File: src/rtl/div_unit_pkg.sv
// Shared definitions for the iterative integer divider.
// Includes the divide opcodes, the FSM state encoding and the default operand width.
package div_unit_pkg;

  localparam int DIV_WIDTH = 32;

  localparam logic [7:0] EXE_DIV_OP  = 8'b0001_1010;
  localparam logic [7:0] EXE_DIVU_OP = 8'b0001_1011;

  typedef enum logic [1:0] {
    DIV_IDLE = 2'b00,
    DIV_BUSY = 2'b01,
    DIV_ZERO = 2'b10,
    DIV_DONE = 2'b11
  } div_state_t;

endpackage

File: src/rtl/div_unit_step.sv
// One combinational restoring-division step: shift in a dividend bit, trial-subtract, keep or restore.
// Kept standalone so a radix-4 variant can chain two of them per cycle.
module div_step
  import div_unit_pkg::*;
#(
  parameter int WIDTH = DIV_WIDTH
) (
  input  logic [WIDTH:0]   rem_in,
  input  logic             dvd_bit,
  input  logic [WIDTH-1:0] divisor,
  output logic [WIDTH:0]   rem_out,
  output logic             q_bit
);

  logic [WIDTH+1:0] shifted;
  logic [WIDTH+1:0] diff;

  always_comb begin
    shifted = {rem_in, dvd_bit};
    diff    = shifted - {2'b00, divisor};
    // A clear sign bit means the divisor fit into the shifted partial remainder.
    q_bit   = ~diff[WIDTH+1];
    rem_out = q_bit ? diff[WIDTH:0] : shifted[WIDTH:0];
  end

endmodule

File: src/rtl/div_unit.sv
// Multi-cycle restoring divider for DIV/DIVU: one quotient bit per cycle.
// Returns {remainder, quotient} for HI/LO and stalls the pipeline while iterating.
module div_unit
  import div_unit_pkg::*;
#(
  parameter int WIDTH = DIV_WIDTH
) (
  input  logic               clk,
  input  logic               rst,
  input  logic               start,
  input  logic               signed_div,
  input  logic               annul,
  input  logic [WIDTH-1:0]   num1,
  input  logic [WIDTH-1:0]   num2,
  output logic [2*WIDTH-1:0] result,
  output logic               ready,
  output logic               stall
);

  localparam int CNT_W = $clog2(WIDTH);

  div_state_t       state;
  div_state_t       state_next;
  logic [CNT_W-1:0] count;
  logic [WIDTH:0]   rem;
  logic [WIDTH-1:0] dvd;
  logic [WIDTH-1:0] divisor;
  logic             sign_q;
  logic             sign_r;

  logic             capture;
  logic             finish;
  logic             neg1;
  logic             neg2;
  logic [WIDTH-1:0] mag1;
  logic [WIDTH-1:0] mag2;
  logic [WIDTH:0]   step_rem;
  logic             step_q;
  logic [WIDTH-1:0] quo_final;
  logic [WIDTH-1:0] rem_final;

  // Magnitudes as unsigned values; -0x80000000 wraps back to 0x80000000, which is the right magnitude.
  assign neg1 = signed_div & num1[WIDTH-1];
  assign neg2 = signed_div & num2[WIDTH-1];
  assign mag1 = neg1 ? -num1 : num1;
  assign mag2 = neg2 ? -num2 : num2;

  div_step #(
    .WIDTH (WIDTH)
  ) u_step (
    .rem_in  (rem),
    .dvd_bit (dvd[WIDTH-1]),
    .divisor (divisor),
    .rem_out (step_rem),
    .q_bit   (step_q)
  );

  // Quotient bits shift into the vacated low end of the dividend register.
  assign quo_final = {dvd[WIDTH-2:0], step_q};
  assign rem_final = step_rem[WIDTH-1:0];

  always_ff @(posedge clk or posedge rst) begin
    if (rst) begin
      state <= DIV_IDLE;
    end else begin
      state <= state_next;
    end
  end

  always_comb begin
    state_next = state;
    capture    = 1'b0;
    finish     = 1'b0;
    ready      = 1'b0;
    stall      = 1'b0;
    case (state)
      DIV_IDLE: begin
        if (start && !annul) begin
          capture    = 1'b1;
          stall      = 1'b1;
          state_next = (num2 == '0) ? DIV_ZERO : DIV_BUSY;
        end
      end
      DIV_BUSY: begin
        stall = 1'b1;
        if (annul) begin
          state_next = DIV_IDLE;
        end else if (count == CNT_W'(WIDTH - 1)) begin
          finish     = 1'b1;
          state_next = DIV_DONE;
        end
      end
      DIV_ZERO: begin
        stall = 1'b1;
        if (annul) begin
          state_next = DIV_IDLE;
        end else begin
          finish     = 1'b1;
          state_next = DIV_DONE;
        end
      end
      DIV_DONE: begin
        // Stall stays low here so the pipeline can consume the result.
        ready = 1'b1;
        if (annul) begin
          state_next = DIV_IDLE;
        end else if (start) begin
          capture    = 1'b1;
          state_next = (num2 == '0) ? DIV_ZERO : DIV_BUSY;
        end else begin
          state_next = DIV_IDLE;
        end
      end
      default: state_next = DIV_IDLE;
    endcase
  end

  always_ff @(posedge clk or posedge rst) begin
    if (rst) begin
      count   <= '0;
      rem     <= '0;
      dvd     <= '0;
      divisor <= '0;
      sign_q  <= 1'b0;
      sign_r  <= 1'b0;
    end else if (capture) begin
      count   <= '0;
      rem     <= '0;
      dvd     <= mag1;
      divisor <= mag2;
      sign_q  <= neg1 ^ neg2;
      sign_r  <= neg1;
    end else if (state == DIV_BUSY) begin
      count <= count + CNT_W'(1);
      rem   <= step_rem;
      dvd   <= quo_final;
    end
  end

  // Result only moves on DONE entry; annulled or reset operations never touch it otherwise.
  always_ff @(posedge clk or posedge rst) begin
    if (rst) begin
      result <= '0;
    end else if (finish) begin
      if (state == DIV_ZERO) begin
        result <= '0;
      end else begin
        result <= {(sign_r ? -rem_final : rem_final), (sign_q ? -quo_final : quo_final)};
      end
    end
  end

endmodule

File: config.mk
export PLATFORM = sky130hd
export DESIGN_NAME = div_unit
export DESIGN_NICKNAME = d
export VERILOG_FILES = /design/src/rtl/div_unit_pkg.sv /design/src/rtl/div_unit_step.sv /design/src/rtl/div_unit.sv
export SDC_FILE = /design/constraint.sdc
export NUM_CORES = 1
export LEC_CHECK = 0
export ABC_AREA = 0
export CORE_AREA = 2 2 176 212
export DETAILED_ROUTE_END_ITERATION = 12
export DIE_AREA = 0 0 178 214
export GPL_TIMING_DRIVEN = 0
export MAX_ROUTING_LAYER = met4
export PLACE_DENSITY = 0.57
export RECOVER_POWER = 50
export SLEW_MARGIN = 20
export SYNTH_ARGS = -nofsm -noshare
export SYNTH_HDL_FRONTEND = slang
export SYNTH_SLANG_ARGS = --single-unit
export TNS_END_PERCENT = 5
File: constraint.sdc
create_clock -name clk -period 9.28 [get_ports clk]
set_input_delay 0.928 -clock clk [delete_from_list [all_inputs] [get_ports clk]]
set_output_delay 0.928 -clock clk [all_outputs]
set_load 0.01 [all_outputs]
==> results by stage <==
Worst setup path:
- The peak fanout along the critical path is 10.
- STA puts the critical path data required time at 9620 ps.
- Counting cells, the worst reg-to-reg path comes to 20.
- The worst setup path is launched from a flip-flop.
- The path type of the worst setup path is flip-flop to flip-flop.
- The data arrival time of the critical path is 6170 ps.
- The endpoint class of the critical path is a flip-flop.

Drt:
- The remaining routing DRC violations is 0.
- Dividing the detail-routed wire length by the instance count gives 20.4 um.
- Dividing the detail-routed via count by the number of cells gives 5.54.
- The count of nets left with antenna violations once routing finished came out at 0.
- The number of iterations in the first detailed-routing pass is 5.
- The first routing iteration left 851 violations.
- The total vias in the final route is 11,700.
- Summed over all layers, the routed wires come to 42,900 um.

Floorplanning:
- The die span in x is 178 um.
- The floorplan die area is 0.0381 mm^2.
- The site row count is 76.
- For this design the top-level I/O count stands at 135.
- The initial core utilization is 0.348.
- The die extent in y is 214 um.
- The core area is 0.0358 mm^2.

Clock tree:
- The CTS buffer count is 17.
- The number of clock sinks is 170.
- In this run the deepest clock path goes through 2 buffers.
- The clock reaches the later pin of the worst-skew pair after 450 ps.
- The buffer cell driving the clock tree root is clkbuf_16.
- The number of buffers inserted by post-CTS setup repair is 0.
- The count of hold buffers inserted by post-cts repair is 0.
- Post-CTS repair changed the size of 0 cells.
- In this run the number of H-tree levels came out at 4.
- After clock tree synthesis, the clock-pin slew on the worst setup and hold paths is 70 ps.
- The CTS tree is done.

Logic synthesis:
- The synthesized netlist occupies a cell area of 0.0125 mm^2.
- The post-synthesis net count is 1,583.
- After synthesis the netlist holds a flip-flop and latch count of 170.
- The number of flops mapped to enable cells by yosys is 0.
- Among all flip-flop cells after synthesis, the most frequent one is dfrtp_1.
- The number of distinct library cells after synthesis is 75.
- The share of synthesized registers carrying an async set or reset is 1.00.
- The total of warnings raised by yosys is 0.
- The sequential cell area fraction in the yosys report is 0.341.
- After synthesis, the mean cell area works out to 8.49 um^2.
- Synthesis produced a netlist whose cell count is 1,470.

Global route:
- The remaining global-route overflow is 0.
- Across every metal layer, demand over resource in global routing totals 0.232.
- The number of antenna violations at the first check in global routing came to 0.
- The first global-routing pass estimated 66,200 um of wire.
- Entering global routing, the biggest net connects 94 pins.
- The via count of the first global-routing pass is 11,600.

Timing:
- The post-route minimum period is 5840 ps.
- The worst max-slew margin expressed relative to the limit is -1.37.
- The number of pins exceeding their max-slew limit in the final report came to 78.
- The part of the cycle the worst path needs is 0.629.
- The post-route setup TNS is 0 ps.
- Setup violations remaining at the end of the flow were counted as 0.
- The actual transition at the worst max-transition pin is 3540 ps.
- The upper clock frequency limit is 171 MHz.
- Setup repair after global routing left no endpoint under its margin.
- The final hold violation count is 0.
- The worst clock skew is 13.5 ps.

Cells and area:
- After the last flow step, the layout net total stands at 1,737.
- The number of antenna diodes in the final layout is 0.
- The final-layout fill cell count is 3,578.
- The most frequent standard cell in the layout excluding fill and tap cells is dfrtp_1.
- The non-filler instance count after layout is 2,104.
- The area overhead of the layout relative to synthesis is 20.5%.
- The fraction of layout cells with a size suffix above 1 is 0.0507.
- The library cells used most frequently in the layout, excluding fill and tap cells, are dfrtp_1 (170), nor2_1 (150), nand2_1 (148).

Placed design:
- Buffers placed on the I/O ports in this run total 134.
- The congestion estimate from routability-driven global placement came to 0.923.
- The cell total after placement is 2,073.
- Detailed placement finished with a half-perimeter wire length of 33,600 um.

Run status:
- The flow ran to the end, but the final reports show violations.
- The checks that failed: capacitance limit, slew limit.

Min path:
- Counting instances, the worst hold path has a depth of 2.
- The worst hold path class is flip-flop to flip-flop.

Flow run:
- Across the run, the number of max-cap violations was 1.
## state kept, by name, indices dropped and copies added, names as in the netlist
register,flops
count,5
divisor,32
dvd,32
rem,33
result,64
sign_q,1
sign_r,1
state,2
## path summary, 6_finish.rpt
kind / start / endpoint / slack [ps]
max: rem[13] / result[56] / 3440
min: result[2] / result[2] / 480
max reg2reg: rem[13] / result[56] / 3440
min reg2reg: result[2] / result[2] / 480
max in group asynchronous: rst / dvd[6] / 5700
min in group asynchronous: rst / result[58] / 1980
## synth_stat cells (16+ instances only)
| cell | number | share of area |
|---|---|---|
| nor4_1 | 22 | 0.011 |
| nor2_1 | 150 | 0.045 |
| xnor2_1 | 86 | 0.060 |
| ha_1 | 43 | 0.043 |
| a22o_1 | 51 | 0.036 |
| dfrtp_1 | 170 | 0.34 |
| clkbuf_1 | 59 | 0.018 |
| mux2i_1 | 63 | 0.051 |
| nand2_1 | 148 | 0.044 |
| a211oi_1 | 27 | 0.016 |
| a31oi_1 | 19 | 0.0095 |
| a21oi_1 | 98 | 0.039 |
| o21ai_0 | 103 | 0.041 |
| inv_1 | 60 | 0.018 |
| nor3_1 | 38 | 0.015 |
| or3_1 | 16 | 0.0080 |
| o31ai_1 | 34 | 0.020 |
| xor2_1 | 61 | 0.043 |
## per-layer routing
| layer | share of wire | global-route usage | vias to the layer above |
|---|---|---|---|
| met5 | 0 | - | - |
| met4 | 0.034 | 0.0866 | 0 |
| met3 | 0.033 | 0.0236 | 71 |
| met1 | 0.41 | 0.267 | 5708 |
| met2 | 0.53 | 0.411 | 281 |
| li1 | - | - | 5595 |
## kinds of logic (layout without fill, tap and decap cells)
logic type                 Yosys count  in the layout  share of synthesized area
DFF                                170            170                      0.341
muxes                               67             67                     0.0541
and+or+nand+nor                    477            477                      0.185
AOI/OAI and AO/OA                  420            420                      0.225
adders and majority gates           44             44                     0.0447
buffers and inverters              144            310                     0.0467
xor gates and xnor gates           148            148                      0.104
## critical path, stage by stage, from the launching register on
cell	delay [ps]
dfrtp_1	550
ha_1	460
nand2_1	130
nor4_1	440
o211ai_1	230
a21oi_1	220
nor3_2	70
xnor2_2	160
inv_2	240
buf_2	320
buf_1	450
o21ai_0	290
inv_1	110
ha_1	220
nand2_1	80
or3_1	390
nor4_4	290
a41oi_2	140
o41ai_1	550
xor2_1	150
a22o_1	220
## per-stage QoR
stage | util | setup WS, ps | area (um^2) | hold WS, ps
after floorplan | - | 3750 | 12500 | 487
after global placement | 0.402 | 1300 | 14400 | 467
after detailed placement | 0.403 | 3500 | 14500 | 470
after CTS | 0.420 | 3460 | 15100 | 485
after global routing | 0.420 | 3020 | 15000 | 509
final | 0.420 | 3440 | 15000 | 476
## final cells by class
class                   count  area, um^2  area share
plain buffers              83         354      0.0235
clock buffers              18         439      0.0292
clock inverters            13         164      0.0109
inverters                  61         230      0.0153
multi-input cells        1156        7650       0.509
flip-flops and latches    170        4250       0.283
well taps                 468         586      0.0389
repair buffers            135        1370      0.0910
Power is left out: the tool's default activity adds up to more than one toggle a clock period on the data nets, which glitch-free logic cannot reach.
